File: config.mk
export PLATFORM = sky130hd
export DESIGN_NAME = input_debouncer_flat
export DESIGN_NICKNAME = d
export VERILOG_FILES = /design/src/rtl/input_debouncer_if.sv /design/src/rtl/input_debouncer.sv /design/src/flat_wrapper.sv
export SDC_FILE = /design/constraint.sdc
export NUM_CORES = 1
export LEC_CHECK = 0
export ABC_CLOCK_PERIOD_IN_PS = 1900
export CAP_MARGIN = 25
export CORE_MARGIN = 4
export CORE_UTILIZATION = 54
export DETAILED_ROUTE_END_ITERATION = 8
export HOLD_SLACK_MARGIN = 0.02
export PLACE_DENSITY = 0.75
export SYNTH_ARGS = -nofsm -noshare
export SYNTH_HDL_FRONTEND = slang
export SYNTH_SLANG_ARGS = --single-unit
File: constraint.sdc
create_clock -name clock -period 1.9 [get_ports clock]
set_input_delay 0.19 -clock clock [delete_from_list [all_inputs] [get_ports clock]]
set_output_delay 0.19 -clock clock [all_outputs]
set_load 0.01 [all_outputs]
File: src/rtl/input_debouncer_if.sv
// Raw and debounced button/switch signals between the board pins and the debouncer.
// The slave modport is the debouncer side; the master modport is the side that drives the raw inputs.
interface input_debouncer_if;
    logic       button_n;
    logic [3:0] switch_raw;
    logic [3:0] switch;
    logic       button;
    logic       button_press;
    logic       button_release;
    logic       switch_changed;

    modport slave (
        input  button_n,
        input  switch_raw,
        output switch,
        output button,
        output button_press,
        output button_release,
        output switch_changed
    );

    modport master (
        output button_n,
        output switch_raw,
        input  switch,
        input  button,
        input  button_press,
        input  button_release,
        input  switch_changed
    );
endinterface

File: src/rtl/input_debouncer.sv
// Five-channel debouncer (4 switches + 1 button): 2-flop sync, then STABLE_CYCLES agreement; level lands STABLE_CYCLES+1 edges after first sample.
// Inputs are level signals with no backpressure; every output is registered and edge pulses last one cycle.
module input_debouncer #(
    parameter int STABLE_CYCLES = 50000
) (
    input  logic              clock,
    input  logic              reset,
    input_debouncer_if.slave  bus
);
    localparam int NCH = 5;
    localparam int CW  = (STABLE_CYCLES > 2) ? $clog2(STABLE_CYCLES) : 1;
    localparam logic [CW-1:0] CNT_MAX = CW'(STABLE_CYCLES - 1);

    // Bit 4 is the button, inverted up front so every channel is active-high.
    logic [NCH-1:0] raw;
    logic [NCH-1:0] sync1;
    logic [NCH-1:0] sync2;
    logic [NCH-1:0] stable;
    logic [NCH-1:0] stable_nxt;
    logic [CW-1:0]  cnt     [NCH];
    logic [CW-1:0]  cnt_nxt [NCH];
    logic           press_q;
    logic           release_q;
    logic           changed_q;

    assign raw = {~bus.button_n, bus.switch_raw};

    always_comb begin
        stable_nxt = stable;
        for (int i = 0; i < NCH; i++) begin
            cnt_nxt[i] = '0;
            if (sync2[i] != stable[i]) begin
                if (cnt[i] == CNT_MAX) begin
                    stable_nxt[i] = sync2[i];
                end else begin
                    cnt_nxt[i] = cnt[i] + CW'(1);
                end
            end
        end
    end

    always_ff @(posedge clock) begin
        if (reset) begin
            sync1     <= '0;
            sync2     <= '0;
            stable    <= '0;
            press_q   <= 1'b0;
            release_q <= 1'b0;
            changed_q <= 1'b0;
            for (int i = 0; i < NCH; i++) begin
                cnt[i] <= '0;
            end
        end else begin
            sync1     <= raw;
            sync2     <= sync1;
            stable    <= stable_nxt;
            press_q   <= stable_nxt[4] & ~stable[4];
            release_q <= ~stable_nxt[4] & stable[4];
            changed_q <= |(stable_nxt[3:0] ^ stable[3:0]);
            for (int i = 0; i < NCH; i++) begin
                cnt[i] <= cnt_nxt[i];
            end
        end
    end

    assign bus.switch         = stable[3:0];
    assign bus.button         = stable[4];
    assign bus.button_press   = press_q;
    assign bus.button_release = release_q;
    assign bus.switch_changed = changed_q;
endmodule

File: src/flat_wrapper.sv
// flat-port wrapper written by rule: the top's interface ports become plain ports
module input_debouncer_flat 
#(
    parameter int STABLE_CYCLES = 50000
)
  (clock, reset, bus_button_n, bus_switch_raw, bus_switch, bus_button, bus_button_press, bus_button_release, bus_switch_changed);
  input_debouncer_if bus_i ();
  input  logic clock;
  input  logic reset;
  input wire logic [$bits(bus_i.button_n)-1:0] bus_button_n;
  input wire logic [$bits(bus_i.switch_raw)-1:0] bus_switch_raw;
  output wire logic [$bits(bus_i.switch)-1:0] bus_switch;
  output wire logic [$bits(bus_i.button)-1:0] bus_button;
  output wire logic [$bits(bus_i.button_press)-1:0] bus_button_press;
  output wire logic [$bits(bus_i.button_release)-1:0] bus_button_release;
  output wire logic [$bits(bus_i.switch_changed)-1:0] bus_switch_changed;
  assign bus_i.button_n = bus_button_n;
  assign bus_i.switch_raw = bus_switch_raw;
  assign bus_switch = bus_i.switch;
  assign bus_button = bus_i.button;
  assign bus_button_press = bus_i.button_press;
  assign bus_button_release = bus_i.button_release;
  assign bus_switch_changed = bus_i.switch_changed;
  input_debouncer #(.STABLE_CYCLES(STABLE_CYCLES)) u_core (.clock(clock), .reset(reset), .bus(bus_i));
endmodule
# Word level (Yosys, flattened, before mapping)
# Memories as Yosys holds them, arrays and structs flattened.
# Cells that the tools add are included.
# Widths: inputs -> output; s select.
op_classes:
  muxes: 28
  eq_ne: 10
  reduce_logical: 1
  bitwise: 11
  n_addsub: 5
op_table:
  columns: ["cell", "count"]
  rows:
  - ["$mux 16", 15]
  - ["$add 16x1->16 const B", 5]
  - ["$eq 16x16->1 const B", 5]
  - ["$mux 1", 13]
  - ["$ne 1x1->1", 5]
  - ["$or 1x1->1", 5]
  - ["$reduce_or 4->1", 1]
  - ["$xor 4x4->4", 1]
  - ["$not 1->1", 3]
  - ["$and 1x1->1", 2]
totals:
  ff_bits: 18
  wordCells: 62
  memories: 1
  inputBits: 7
  ramBits: 80
memory_table:
  columns: ["name", "depth", "width", "read_ports", "rd_clocked_by_memory_dff", "wr", "line", "text"]
  rows:
  - ["u_core.cnt", 5, 16, 5, 0, 5, "input_debouncer.sv:20", "logic [CW-1:0] cnt [NCH];"]

# Logic depth before layout (Yosys ltp)
logic_depth:
  ltp_word: 5
  depth_mapped: 7

# Worst setup path after synthesis
# No wires, ideal clock.
synth_path:
  kind: "register to register"
  start: "memory u_core.cnt[0][74] (netlist bit)"
  end: "memory u_core.cnt[0][79] (netlist bit)"
  stages_incl_launch_ff: 7
  t_arrival_ns: 1.696
  period_less_slack_ns: 1.811
  required_ns: 1.785
  path_slack_ns: 0.089
  cell_sequence: "dfxtp_1 > or4b_1 > or4_1 > buf_2 > nand2_4 > buf_12 > nor2_2"
synth_lines:
  columns: ["element", "line"]
  rows:
  - ["start, declared", "input_debouncer.sv:20"]

==> impl_metrics.tcl <==
set metrics [dict create \
    start_util 0.565 \
    track_usage 0.177 \
    yosys.area_share.adder 0.0149 \
    critical_path_class "flop to flop" \
    synth_mux_area_frac 0.00956 \
    drt_iter0_drc 143 \
    grt_pass1_wl_mm 12.9 \
    post-route-period-util 0.946 \
    synth-simple-area-share 0.313 \
    cp.depth 4 \
    htreeDepth 3 \
    slowest_stage "or4_4" \
    grt_antenna_before_repair 0 \
    hold_slack_ps 341 \
    post-place-cells 579 \
    slew_violations 0 \
    synth_area_sq_um 4190 \
    grt_pass1_vias 2924 \
    p_per_area_nw_per_um2 727 \
    hold_path_class "input pin to flop" \
    synth_cell_types 36 \
    setup-violations-final 0 \
    finClkSkew_ps 8.64 \
    clk_latency_ps 360 \
    gp_congestion 0.838 \
    finalHoldViolations 0 \
    synth-edff-count 0 \
    clkTransAtPathRegs_ps 80 \
    viasPerCell 5.21 \
    fin_cells 595 \
    antenna_cells 0 \
    crit_fanout 14 \
    routed_wl_mm 7.35 \
    whs_path_depth 2 \
    synthArstFlopShare 0 \
    place.detailed.hpwl_mm 5.19 \
    io_pins 15 \
    worstHoldStart "bus_button_n" \
    rows 31 \
    slew_headroom 0.726 \
    synth_cells 458 \
    grt_overflow 0 \
    synth.ff_latch_count 98 \
    start_kind "flop" \
    yosysWarnings 0 \
    die_height_microns 96.1 \
    cp_slowest_stage_delay_ps 550 \
    die_area_sq_um 9230 \
    antenna_left 0 \
    cts_tree "done" \
    tightest_slew_ps 408 \
    root_buffer "clkbuf_8" \
    die_x_microns 96.1 \
    crit_required_ps 2140 \
    timing.setup.tns_ps 0 \
    area_growth_pct 13.6 \
    final_nets 503 \
    dr.pass1.iters 4 \
    end_kind "flop" \
    cp_num_buf_inv 0 \
    ys.flop_type "dfxtp_1" \
    postCtsHoldBufs 0 \
    maxCapViolCount 0 \
    min_period_ps 1800 \
    grtUsageMet2 0.271 \
    synth_top_family_by_area "simple AND/OR/NAND/NOR gates" \
    syn_nets 470 \
    cp_top_family "simple AND/OR/NAND/NOR gates" \
    grt_use_met1 0.242 \
    fillers 614 \
    fmax_mhz 556 \
    status "completed" \
    globalRouteMet3Util 0.0399 \
    portBuffers 14 \
    core_sq_um 7410 \
    syn_avg_cell_area_sq_um 9.14 \
    grt.busiest_layer "met2" \
    worstSetupStartpoint "u_core.cnt[0][76]$_SDFF_PP0_" \
    grt_setup_unrepaired "false" \
    r2r_cells 4 \
    synth_xor_area_frac 0.157 \
    wl_per_cell_microns 12.4 \
    grt_max_degree 24 \
    route.detailed.drc 0 \
    leakage_nw 1.42 \
    num_vias 3102 \
    ir_drop_uv 440 \
    clk_path_buf_depth 2 \
    synth_compound_area_frac 0.00538 \
    ys_seq_area_frac 0.469 \
    cts.sinks 98 \
    path_cells "or4b_1 > or4_4 > nand2_4 > nor2_1" \
    r2r-start "u_core.cnt[0][76]$_SDFF_PP0_" \
    drive_gt1_frac 0.105 \
    cts_inserted_buffers 9 \
    cp_data_arrival_time_ps 2040 \
]
==> placed cells by master (no fill, tap or decap), drive strengths merged, types with 11 or more instances in the layout <==
cell type	count
nand3	29
clkdlybuf4s50	14
nor2	97
xor2	16
buf	20
nor3	19
xnor2	59
nor4	24
nand4	22
inv	14
dfxtp	98
clkbuf	11
nand2	19
==> area by class of cell <==
cell class	count	area, sq um	share of cell area
Multi-Input combinational cell	334	2090	0.440
Inverter	14	52.6	0.0110
Clock inverter	5	53.8	0.0113
Sequential cell	98	1960	0.413
Clock buffer	11	141	0.0297
Timing Repair Buffer	34	328	0.0689
Tap cell	99	124	0.0260
==> per-layer routing <==
| layer | vias up | part of all wire |
|---|---|---|
| met1 | 1421 | 0.50 |
| met5 | - | 0 |
| met2 | 41 | 0.46 |
| met4 | 0 | 0.018 |
| li1 | 1627 | - |
| met3 | 13 | 0.027 |
==> report_power, final <==
part | leakage [nW] | total (mW) | internal, mW | switching [mW]
Combinational | 0.526 | 0.0632 | 0.0315 | 0.0318
Clock | 0.103 | 1.32 | 0.641 | 0.680
Sequential | 0.792 | 2.07 | 2.06 | 0.00755
==> state kept, by name (all words and copies together) (netlist names) <==
signal,flops
u_core.cnt,80
u_core.sync2,5
u_core.stable,5
u_core.bus.button_release,1
u_core.sync1,5
u_core.bus.button_press,1
u_core.bus.switch_changed,1
==> per-stage QoR <==
step                setup slack (ps)   util  total power [mW]  instance area (sq um)
floorplan                       88.6      -              2.16                   4190
global placement                51.1  0.615              2.18                   4560
detailed placement             -13.9  0.615              2.18                   4560
CTS                              107  0.642              3.49                   4760
global route                    46.3  0.642              3.59                   4760
finish                           103  0.642              3.46                   4760
==> final timing paths <==
check             slack (ps)                      endpoint
setup / recovery         100  u_core.cnt[0][70]$_SDFF_PP0_
hold / removal           340    u_core.sync1[4]$_SDFF_PP0_
setup reg to reg         100  u_core.cnt[0][70]$_SDFF_PP0_
hold reg to reg          440    u_core.sync2[2]$_SDFF_PP0_
==> synth_stat cells, types with 4 or more instances <==
cell	n	area share
xnor2_1	59	0.12
nand3_1	29	0.035
nor4_1	21	0.031
inv_1	14	0.013
nor2b_1	9	0.013
and3_1	4	0.0060
nor3_1	19	0.023
xor2_1	16	0.033
nand4_1	22	0.033
mux2i_1	4	0.0096
nand2_1	18	0.016
nor2_1	87	0.078
nor2_2	10	0.015
ha_1	5	0.015
clkbuf_1	6	0.0054
dfxtp_1	98	0.47
==> worst reg2reg max path: stages, from the launching register on <==
cell     delay, ps
dfxtp_1        320
or4b_1         520
or4_4          550
nand2_4        220
nor2_1          80
==> cell families (layout without fill, tap and decap cells) <==
group | count (synthesis) | count (layout)
DFF | 98 | 98
buffers and inverters | 26 | 64
adders and majority gates | 5 | 5
and+or+nand+nor | 246 | 246
AOI/OAI and AO/OA | 4 | 4
xor gates and xnor gates | 75 | 75
muxes | 4 | 4
==> what timing repair did <==
| action | in CTS | in global routing |
|---|---|---|
| setup endpoints to repair | 7 | 0 |
| resized for setup | 1 | 0 |
| buffers inserted | 0 | 0 |
| endpoints found under the hold margin | 0 | 0 |
Power figures use the tool's default switching activity.
